`src/rtl/dpd_stream_codec.sv`:
```
// Streaming BCD <-> Densely Packed Decimal codec: packs a serial digit stream into
// DECLETS declets per word, or unpacks such a word back into serial digits.
module dpd_stream_codec #(
    parameter int DECLETS = 2
) (
    input  logic                   clk,
    input  logic                   rst,
    input  logic                   mode,
    input  logic                   in_valid,
    output logic                   in_ready,
    input  logic [3:0]             in_digit,
    input  logic [10*DECLETS-1:0]  in_word,
    output logic                   out_valid,
    input  logic                   out_ready,
    output logic [10*DECLETS-1:0]  out_word,
    output logic [3:0]             out_digit,
    output logic                   out_last,
    output logic                   out_err
);
    // state        | meaning
    // S_IN         | accepting digits (pack) or the first beat of a new transaction
    // S_PACK_OUT   | packed word presented, waiting for consumer
    // S_UNPACK_OUT | emitting unpacked digits, one per output handshake

    localparam int W  = 10 * DECLETS;
    localparam int SW = (DECLETS > 1) ? $clog2(DECLETS) : 1;

    typedef enum logic [1:0] {S_IN, S_PACK_OUT, S_UNPACK_OUT} state_t;

    state_t         state, state_nx;
    logic [SW-1:0]  slot;
    logic [1:0]     pos;
    logic [3:0]     d_hi, d_mid;
    logic [W-1:0]   word_q;
    logic           err_q;

    logic           first_beat, last_digit, start_unpack, advance;
    logic [9:0]     cur_declet;
    logic [11:0]    cur_triplet;

    // Raw nibble bits feed the equations, so invalid digits still encode deterministically.
    function automatic logic [9:0] dpd_encode(input logic [3:0] h, input logic [3:0] t,
                                              input logic [3:0] o);
        logic [9:0] r;
        case ({h[3], t[3], o[3]})
            3'b000:  r = {h[2:0], t[2:0], 1'b0, o[2:0]};
            3'b001:  r = {h[2:0], t[2:0], 1'b1, 2'b00, o[0]};
            3'b010:  r = {h[2:0], o[2:1], t[0], 1'b1, 2'b01, o[0]};
            3'b100:  r = {o[2:1], h[0], t[2:0], 1'b1, 2'b10, o[0]};
            3'b110:  r = {o[2:1], h[0], 2'b00, t[0], 1'b1, 2'b11, o[0]};
            3'b101:  r = {t[2:1], h[0], 2'b01, t[0], 1'b1, 2'b11, o[0]};
            3'b011:  r = {h[2:0], 2'b10, t[0], 1'b1, 2'b11, o[0]};
            default: r = {2'b00, h[0], 2'b11, t[0], 1'b1, 2'b11, o[0]};
        endcase
        return r;
    endfunction

    // Returns {hundreds, tens, ones}; don't-care bits of non-canonical declets are dropped.
    function automatic logic [11:0] dpd_decode(input logic [9:0] x);
        logic [11:0] r;
        if (!x[3]) begin
            r = {1'b0, x[9:7], 1'b0, x[6:4], 1'b0, x[2:0]};
        end else begin
            case (x[2:1])
                2'b00:   r = {1'b0, x[9:7], 1'b0, x[6:4], 3'b100, x[0]};
                2'b01:   r = {1'b0, x[9:7], 3'b100, x[4], 1'b0, x[6:5], x[0]};
                2'b10:   r = {3'b100, x[7], 1'b0, x[6:4], 1'b0, x[9:8], x[0]};
                default: begin
                    case (x[6:5])
                        2'b00:   r = {3'b100, x[7], 3'b100, x[4], 1'b0, x[9:8], x[0]};
                        2'b01:   r = {3'b100, x[7], 1'b0, x[9:8], x[4], 3'b100, x[0]};
                        2'b10:   r = {1'b0, x[9:7], 3'b100, x[4], 3'b100, x[0]};
                        default: r = {3'b100, x[7], 3'b100, x[4], 3'b100, x[0]};
                    endcase
                end
            endcase
        end
        return r;
    endfunction

    assign first_beat   = (slot == '0) && (pos == 2'd0);
    assign last_digit   = (slot == SW'(DECLETS - 1)) && (pos == 2'd2);
    assign start_unpack = (state == S_IN) && in_valid && first_beat && mode;
    assign advance      = ((state == S_IN) && in_valid && !start_unpack) ||
                          ((state == S_UNPACK_OUT) && out_ready);

    always_ff @(posedge clk) begin
        if (rst) state <= S_IN;
        else     state <= state_nx;
    end

    always_comb begin
        state_nx  = state;
        in_ready  = 1'b0;
        out_valid = 1'b0;
        case (state)
            S_IN: begin
                in_ready = 1'b1;
                if (in_valid) begin
                    if (first_beat && mode) state_nx = S_UNPACK_OUT;
                    else if (last_digit)    state_nx = S_PACK_OUT;
                end
            end
            S_PACK_OUT: begin
                out_valid = 1'b1;
                if (out_ready) state_nx = S_IN;
            end
            S_UNPACK_OUT: begin
                out_valid = 1'b1;
                if (out_ready && last_digit) state_nx = S_IN;
            end
            default: state_nx = S_IN;
        endcase
    end

    // Declet 0 lives in the MSBs, so slot i maps to bit field DECLETS-1-i.
    always_comb begin
        cur_declet = '0;
        for (int i = 0; i < DECLETS; i++) begin
            if (slot == SW'(i)) cur_declet = word_q[(DECLETS-1-i)*10 +: 10];
        end
        cur_triplet = dpd_decode(cur_declet);
    end

    always_ff @(posedge clk) begin
        if (rst) begin
            slot   <= '0;
            pos    <= 2'd0;
            d_hi   <= 4'd0;
            d_mid  <= 4'd0;
            word_q <= '0;
            err_q  <= 1'b0;
        end else begin
            if (start_unpack) word_q <= in_word;

            if ((state == S_IN) && in_valid && !start_unpack) begin
                err_q <= err_q | (in_digit > 4'd9);
                if (pos == 2'd0) d_hi  <= in_digit;
                if (pos == 2'd1) d_mid <= in_digit;
                if (pos == 2'd2) begin
                    for (int i = 0; i < DECLETS; i++) begin
                        if (slot == SW'(i))
                            word_q[(DECLETS-1-i)*10 +: 10] <= dpd_encode(d_hi, d_mid, in_digit);
                    end
                end
            end

            if ((state == S_PACK_OUT) && out_ready) err_q <= 1'b0;

            if (advance) begin
                if (pos == 2'd2) begin
                    pos  <= 2'd0;
                    slot <= last_digit ? '0 : slot + SW'(1);
                end else begin
                    pos <= pos + 2'd1;
                end
            end
        end
    end

    always_comb begin
        out_word  = '0;
        out_digit = 4'd0;
        out_last  = 1'b0;
        out_err   = 1'b0;
        if (state == S_PACK_OUT) begin
            out_word = word_q;
            out_last = 1'b1;
            out_err  = err_q;
        end else if (state == S_UNPACK_OUT) begin
            out_last = last_digit;
            case (pos)
                2'd0:    out_digit = cur_triplet[11:8];
                2'd1:    out_digit = cur_triplet[7:4];
                default: out_digit = cur_triplet[3:0];
            endcase
        end
    end

endmodule

```
`config.mk`:
```
export PLATFORM = sky130hd
export DESIGN_NAME = dpd_stream_codec
export DESIGN_NICKNAME = d
export VERILOG_FILES = /design/src/rtl/dpd_stream_codec.sv
export SDC_FILE = /design/constraint.sdc
export NUM_CORES = 1
export LEC_CHECK = 0
export CORE_ASPECT_RATIO = 1.2
export CORE_MARGIN = 2
export CORE_UTILIZATION = 54
export CTS_BUF_LIST = sky130_fd_sc_hd__clkbuf_4 sky130_fd_sc_hd__clkbuf_8 sky130_fd_sc_hd__clkbuf_16
export DETAILED_ROUTE_END_ITERATION = 12
export GPL_TIMING_DRIVEN = 0
export PLACE_DENSITY_LB_ADDON = 0.2
export SLEW_MARGIN = 20
export SYNTH_ARGS = -nofsm -noshare
export SYNTH_HDL_FRONTEND = slang
export SYNTH_SLANG_ARGS = --single-unit
```
`constraint.sdc`:
```
create_clock -name clk -period 3 [get_ports clk]
set_input_delay 0.3 -clock clk [delete_from_list [all_inputs] [get_ports clk]]
set_output_delay 0.3 -clock clk [all_outputs]
set_load 0.03 [all_outputs]
```
==> results of run 1 <==
placed cells by master (no fill, tap or decap), types with 3 or more instances in the layout:
master,instances
clkbuf_2,3
a32o_1,3
a211oi_1,24
clkdlybuf4s50_1,53
nor2_1,34
nor2b_1,6
mux2i_1,31
o21ai_0,11
inv_1,8
ha_1,3
nand4b_1,3
nand3_1,5
dfxtp_1,34
clkbuf_8,5
nand2b_1,6
nor3_1,4
a21oi_1,5
and2_1,22
a221oi_1,4
nand3b_1,3
nand2_1,8
clkbuf_1,15
a31oi_1,4
critical path: stages, from the launching register on:
cell and delay [ns]:
dfxtp_1 0.46, clkbuf_2 0.27, buf_2 0.29, mux4_2 0.23
nor2_1 0.04, a211oi_1 0.26, clkdlybuf4s50_1 0.72
per-layer routing:
layer,vias up,track usage
met3,22,0.0355
li1,1141,-
met1,1093,0.356
met2,109,0.460
met4,0,0.150
met5,-,0
flip-flops by register name, summed over array words and instances (netlist names):
register  flops
state         2
pos           2
word_q       20
err_q         1
slot          1
d_hi          4
d_mid         4
cells by family after synthesis:
| family | count (synthesis) | synth area share |
|---|---|---|
| adders and majority gates | 3 | 0.0163 |
| buffers and inverters | 33 | 0.0715 |
| muxes | 34 | 0.154 |
| xor gates and xnor gates | 1 | 0.00379 |
| and+or+nand+nor | 107 | 0.261 |
| DFF | 34 | 0.295 |
| AOI/OAI and AO/OA | 64 | 0.199 |
final cells by class:
| class | instances | area [µm²] | area share |
|---|---|---|---|
| clock inverter | 3 | 45.0 | 0.0147 |
| inverter | 8 | 30.0 | 0.00982 |
| sequential | 34 | 681 | 0.223 |
| buffer | 25 | 138 | 0.0450 |
| timing repair buffer | 55 | 552 | 0.180 |
| multi-input combinational | 209 | 1470 | 0.482 |
| clock buffer | 5 | 68.8 | 0.0225 |
| tap | 56 | 70.1 | 0.0229 |
worst min path at each step:
stage,endpoint,start,slack (ns)
2_1_floorplan,err_q,out_ready,0.40
3_3_place_gp,d_hi[2],d_hi[2],0.48
3_5_place_dp,err_q,err_q,0.49
4_1_cts,pos[1],rst,0.35
5_1_grt,pos[1],rst,0.40
6_report,pos[1],rst,0.36
power breakdown:
| group | switching (µW) | internal [µW] |
|---|---|---|
| Clock | 180 | 247 |
| Combinational | 157 | 146 |
| Sequential | 34.2 | 484 |
per-stage QoR:
stage | utilization | instances | power (µW)
after floorplan | - | 276 | 719
after global placement | 0.698 | 387 | 816
after detailed placement | 0.698 | 387 | 823
after CTS | 0.725 | 395 | 1240
after global routing | 0.729 | 395 | 1300
final | 0.729 | 395 | 1250
==> reports/metrics.yaml, run 1 <==
rsz0062_at_grt: "false"
routed-wl-met2_um: 3240
finClkSkew_ns: 0.00520
vdd_drop_max_mv: 0.365
cts_max_level: 2
totalWireLength_um: 6700
grt_max_degree: 13
routedWlPerCell_um: 17.0
drive_gt1_frac: 0.0678
syn_inst: 276
vias: 2365
wl_met1_um: 2850
cp.arrival_ns: 2.55
setup.worst_path.class: "reg -> out"
root_buffer: "clkbuf_8"
diodes: 0
power_per_cell_area_mw_per_mm2: 408
grt-ovfl-total: 0
synth.yosys.warnings: 0
pre_cts_ws_ns: 0.184
setup_viol_count_final: 0
rrSetupSlack_ns: 0.81
grt_pass1_wl_um: 10200
synth_top_area_frac: 0.295
worstPathRequired_ns: 2.70
leakagePower_uw: 0.00114
met3WireLength_um: 402
ios: 57
rr_worst_depth: 7
holdWs_ns: 0.360
cts_resized: 3
tritoncts: "done"
drtIter0Drc: 311
grt_pass1_vias: 2100
drcViolationCount: 0
slew_viol_final: 0
ys_seq_area_frac: 0.295
cts_made_buffers: 5
clk_pin_slew_ns: 0.07
ys_types: 48
synth-edff-count: 0
cp-startpoint: "slot"
slew_headroom: 0.500
port_buffers: 55
syn_avg_cell_area_um2: 8.36
routabilityCongestion: 0.911
ant_nets: 0
initial_utilization: 0.550
ys_seq_elements: 34
synthTopCellsByCount: "dfxtp_1, nor2_1, mux2i_1"
cts_sinks: 34
design_area_mm2: 0.00306
postCtsHoldBufs: 0
antenna_found_initial: 0
r2r-end: "word_q[13]"
final_nets: 370
insertion_delay_ns: 0.29
cp-start-kind: "flip-flop"
place_hpwl_um: 4960
firstDrtPassIters: 5
fmax_mhz: 351
r2r-start: "state[0]"
die_w_um: 63.7
final.setup.worst_slack_ns: 0.149
ys.flop_type: "dfxtp_1"
syn_to_final_growth_pct: 32.5
tns_ns: 0
top_layer_used: "met4"
yosys.area.top_type: "dfxtp_1"
rows: 26
yosys-top-cells-area: "dfxtp_1, mux2i_1, a211oi_1"
fin_crit_sh: 0.950
max-cap-violations: 0
min_period_ns: 2.85
hp-class: "in -> reg"
worst_slew_pin_slew_ns: 0.743
dpl_cell_area_mm2: 0.00293
synth_nets: 308
routed_via_density: 5.99
fill_cells: 330
die_h_um: 75.6
core-area_mm2: 0.00420
postSynth.asyncResetShare: 0
grt_use_total: 0.277
dieArea_mm2: 0.00482
clk_path_buf_depth: 2
hold_path_depth: 2
synthesis.area_mm2: 0.00231
cp_max_fo: 10
status: "finished, final reports clean"
crit_path_end: "out_digit[0]"
hold_viol_final: 0
endpoint_kind: "output pin"
postCtsSetupRepairBufs: 0
Power figures use the tool's default switching activity.
==> run 2, diff against run 1 <==
Settings changed: MAX_ROUTING_LAYER from default to met4.
==> reports/metrics.yaml, run 2 (same netlist as run 1, synthesis figures left out) <==
die_w_um: 63.7
tns_ns: 0
min_period_ns: 2.88
fin_cells: 394
cts_made_buffers: 5
insertion_delay_ns: 0.28
slowest_delay_ns: 0.73
drcViolationCount: 0
rrSetupSlack_ns: 0.86
dpl_cell_area_mm2: 0.00293
power_per_cell_area_mw_per_mm2: 380
grt_pass1_vias: 2105
slew_viol_final: 0
cpMaxStageDelayCell: "clkdlybuf4s50_1"
slew_headroom: 0.528
rows: 26
cts_max_level: 2
drive_gt1_frac: 0.0651
wl_met1_um: 2760
cp.arrival_ns: 2.58
antenna_found_initial: 0
routed-wl-met2_um: 3170
design_area_mm2: 0.00303
drtIter0Drc: 302
setup_viol_count_final: 0
root_buffer: "clkbuf_8"
endpoint_kind: "output pin"
ant_nets: 0
routed_via_density: 6.04
crit_buf_inv: 3
grt_max_degree: 11
routabilityCongestion: 0.930
worstPathRequired_ns: 2.70
ff_latch_area_um2: 681
fin_crit_sh: 0.960
cp_cell_sequence: "clkbuf_2, buf_2, mux4_2, nor2_1, a211oi_1, clkdlybuf4s50_1"
leakagePower_uw: 0.00114
fill_cells: 337
vdd_drop_max_mv: 0.279
routedWlPerCell_um: 16.3
postCtsHoldBufs: 0
top_regs: "word_q x20, d_hi x4, d_mid x4"
ios: 57
crit_family: "buffers and inverters"
met3WireLength_um: 333
max-cap-violations: 0
grt_pass1_wl_um: 10300
place_hpwl_um: 4880
top_layer_used: "met4"
utilization: 0.722
postCtsSetupRepairBufs: 0
cp_max_fo: 10
mostFrequentLayoutCells: "clkdlybuf4s50_1, nor2_1, dfxtp_1, mux2i_1, a211oi_1"
diodes: 0
worst_slew_pin_slew_ns: 0.702
port_buffers: 55
cts_sinks: 34
firstDrtPassIters: 5
vias: 2380
tritoncts: "done"
finClkSkew_ns: 0.00579
status: "finished, final reports clean"
largest_reg_flops: 20
cp-start-kind: "flip-flop"
die_h_um: 75.6
core-area_mm2: 0.00420
grt_use_total: 0.282
initial_utilization: 0.550
dieArea_mm2: 0.00482
fmax_mhz: 347
top_register: "word_q"
multi_input_area_mm2: 0.00147
hold_viol_final: 0
power_uw: 1150
setup.worst_path.class: "reg -> out"
syn_to_final_growth_pct: 31.2
grt-ovfl-total: 0
clk_pin_slew_ns: 0.07
hp-class: "in -> reg"
placed_cells: 387
rsz0062_at_grt: "false"
clk_path_buf_depth: 2
final_common_cell: "clkdlybuf4s50_1"
totalWireLength_um: 6440
final_nets: 370
## run 2: worst paths after layout
kind	endpoint	cells after the start	startpoint
setup reg to reg	word_q[16]	7	state[0]
setup / recovery	out_digit[0]	6	slot
hold / removal	pos[1]	2	rst
hold reg to reg	err_q	2	err_q
## run 2: what timing repair did
item | CTS | global route
pin swaps | 0 | 0
setup endpoints to repair | 3 | 2
endpoints found under the hold margin | 0 | 0
resized for setup | 3 | 2
## run 2: through the flow
stage          setup WS, ns  hold WS, ns
2_1_floorplan         0.460        0.399
3_3_place_gp          0.180        0.477
3_5_place_dp          0.163        0.487
4_1_cts              0.0809        0.361
5_1_grt            0.000830        0.397
6_report              0.120        0.364
## run 2: area by class of cell
| class | count | share of cell area |
|---|---|---|
| multi-input combinational | 209 | 0.487 |
| sequential | 34 | 0.225 |
| timing repair buffer | 55 | 0.182 |
| buffer | 25 | 0.0455 |
| clock buffer | 7 | 0.0277 |
| tap | 56 | 0.0231 |
| inverter | 8 | 0.00992 |
## run 2: per-layer routing
| layer | vias to the layer above | GRT usage |
|---|---|---|
| met2 | 125 | 0.463 |
| met1 | 1102 | 0.365 |
| met3 | 23 | 0.0369 |
| li1 | 1130 | - |
| met5 | - | - |
| met4 | 0 | 0.0894 |
## run 2: report_power, final
part	switching (µW)	total, µW	internal [µW]
combinational	154	300	146
sequential	33.4	518	484
clock	155	333	178
total	342	1150	808
==> run 3, diff against run 2 <==
Settings changed: CORE_UTILIZATION 54 to 30, HOLD_SLACK_MARGIN from default to 0.12.
==> reports/metrics.yaml, run 3 (same netlist as run 1, synthesis figures left out) <==
status: "finished, final reports clean"
grt_use_total: 0.175
firstDrtPassIters: 4
cts_made_buffers: 5
drcViolationCount: 0
worst_slew_pin_slew_ns: 0.705
final_common_cell: "clkdlybuf4s50_1"
ant_nets: 0
dieArea_mm2: 0.00842
power_per_cell_area_mw_per_mm2: 404
grt_pass1_wl_um: 11500
syn_to_final_growth_pct: 34.3
routabilityCongestion: 0.924
slew_headroom: 0.526
utilization: 0.409
antenna_found_initial: 0
finClkSkew_ns: 0.00994
cts_sinks: 34
totalWireLength_um: 7020
postCtsHoldBufs: 0
cpMaxStageDelayCell: "dfxtp_1"
leakagePower_uw: 0.00116
insertion_delay_ns: 0.29
drtIter0Drc: 71
dpl_cell_area_mm2: 0.00297
rsz0062_at_grt: "false"
routedWlPerCell_um: 16.3
min_period_ns: 2.76
slowest_delay_ns: 0.48
max-cap-violations: 0
cts_max_level: 2
port_buffers: 55
root_buffer: "clkbuf_8"
die_h_um: 100
cp.arrival_ns: 2.46
power_uw: 1250
clk_path_buf_depth: 2
slew_viol_final: 0
diodes: 0
top_register: "word_q"
fmax_mhz: 362
cp_cell_sequence: "clkbuf_2, nand4b_1, o22ai_1, a221oi_1, nor4_1, dlygate4sd2_1"
tritoncts: "done"
mostFrequentLayoutCells: "clkdlybuf4s50_1, nor2_1, dfxtp_1, mux2i_1, a211oi_1"
grt_pass1_vias: 2273
grt-ovfl-total: 0
routed_via_density: 5.29
vias: 2280
hp-class: "in -> reg"
cp_max_fo: 10
tns_ns: 0
final_nets: 370
setup.worst_path.class: "reg -> out"
top_regs: "word_q x20, d_hi x4, d_mid x4"
fill_cells: 772
hold_viol_final: 0
clk_pin_slew_ns: 0.08
cp-start-kind: "flip-flop"
place_hpwl_um: 5410
rows: 35
drive_gt1_frac: 0.0708
fin_crit_sh: 0.921
core-area_mm2: 0.00758
design_area_mm2: 0.00310
vdd_drop_max_mv: 0.215
die_w_um: 84.1
worstPathRequired_ns: 2.70
grt_max_degree: 13
initial_utilization: 0.305
ios: 57
largest_reg_flops: 20
endpoint_kind: "output pin"
setup_viol_count_final: 0
[run 3: cell count changes in the layout (fill, tap and decap cells not counted)]
cell             change
bufinv_16            +1
clkbuf_2             +1
clkbuf_4             -2
clkdlybuf4s50_1      -2
clkinvlp_4           +2
dlymetal6s2s_1       +1
[run 3: routing by layer]
| metal | GRT usage | vias to the layer above | wire (µm) |
|---|---|---|---|
| met1 | 0.219 | 1082 | 3200 |
| met3 | 0.0271 | 14 | 210 |
| met2 | 0.289 | 58 | 3440 |
| met5 | - | - | 0 |
| li1 | - | 1126 | - |
| met4 | 0.0608 | 0 | 172 |
[run 3: area by class of cell]
| cell class | instances | area, µm² | area share |
|---|---|---|---|
| Sequential cell | 34 | 681 | 0.220 |
| Inverter | 8 | 30.0 | 0.00969 |
| Buffer | 25 | 138 | 0.0444 |
| Tap cell | 92 | 115 | 0.0371 |
| Clock buffer | 5 | 68.8 | 0.0222 |
| Clock inverter | 3 | 45.0 | 0.0145 |
| Multi-Input combinational cell | 209 | 1470 | 0.475 |
| Timing Repair Buffer | 55 | 549 | 0.177 |
[run 3: where the power goes]
part | switching [µW] | internal, µW | leakage (µW)
Clock | 187 | 247 | 0.0000504
Sequential | 33.2 | 484 | 0.000277
Combinational | 155 | 146 | 0.000836
[run 3: critical path, delay by kind of cell (launching register included)]
kind	cells	cell delay, ns
AND/OR/NAND/NOR	2	0.45
AO/OA/AOI/OAI	2	0.51
flip-flops	1	0.48
buffers and inverters	2	0.73
[run 3: final timing paths]
check | start | end | slack, ns | cells past startpoint
worst max-delay path | slot | out_digit[1] | 0.24 | 6
worst min-delay path | rst | pos[1] | 0.35 | 2
worst max register to register | state[0] | word_q[16] | 0.94 | 7
worst min register to register | err_q | err_q | 0.50 | 2
[run 3: stage by stage]
step / std cells / hold slack [ns] / setup WS [ns]
after floorplan: 276 / 0.399 / 0.460
after global placement: 423 / 0.478 / 0.0924
after detailed placement: 423 / 0.492 / 0.0907
after CTS: 431 / 0.360 / 0.0257
after global routing: 431 / 0.429 / 0.0836
final: 431 / 0.355 / 0.238
[run 3: repair_timing]
action,4_1_cts,5_1_grt
gates cloned,0,0
resized for setup,4,6
endpoints found under the setup margin,4,3
endpoints found under the hold margin,0,0
setup buffers,0,0
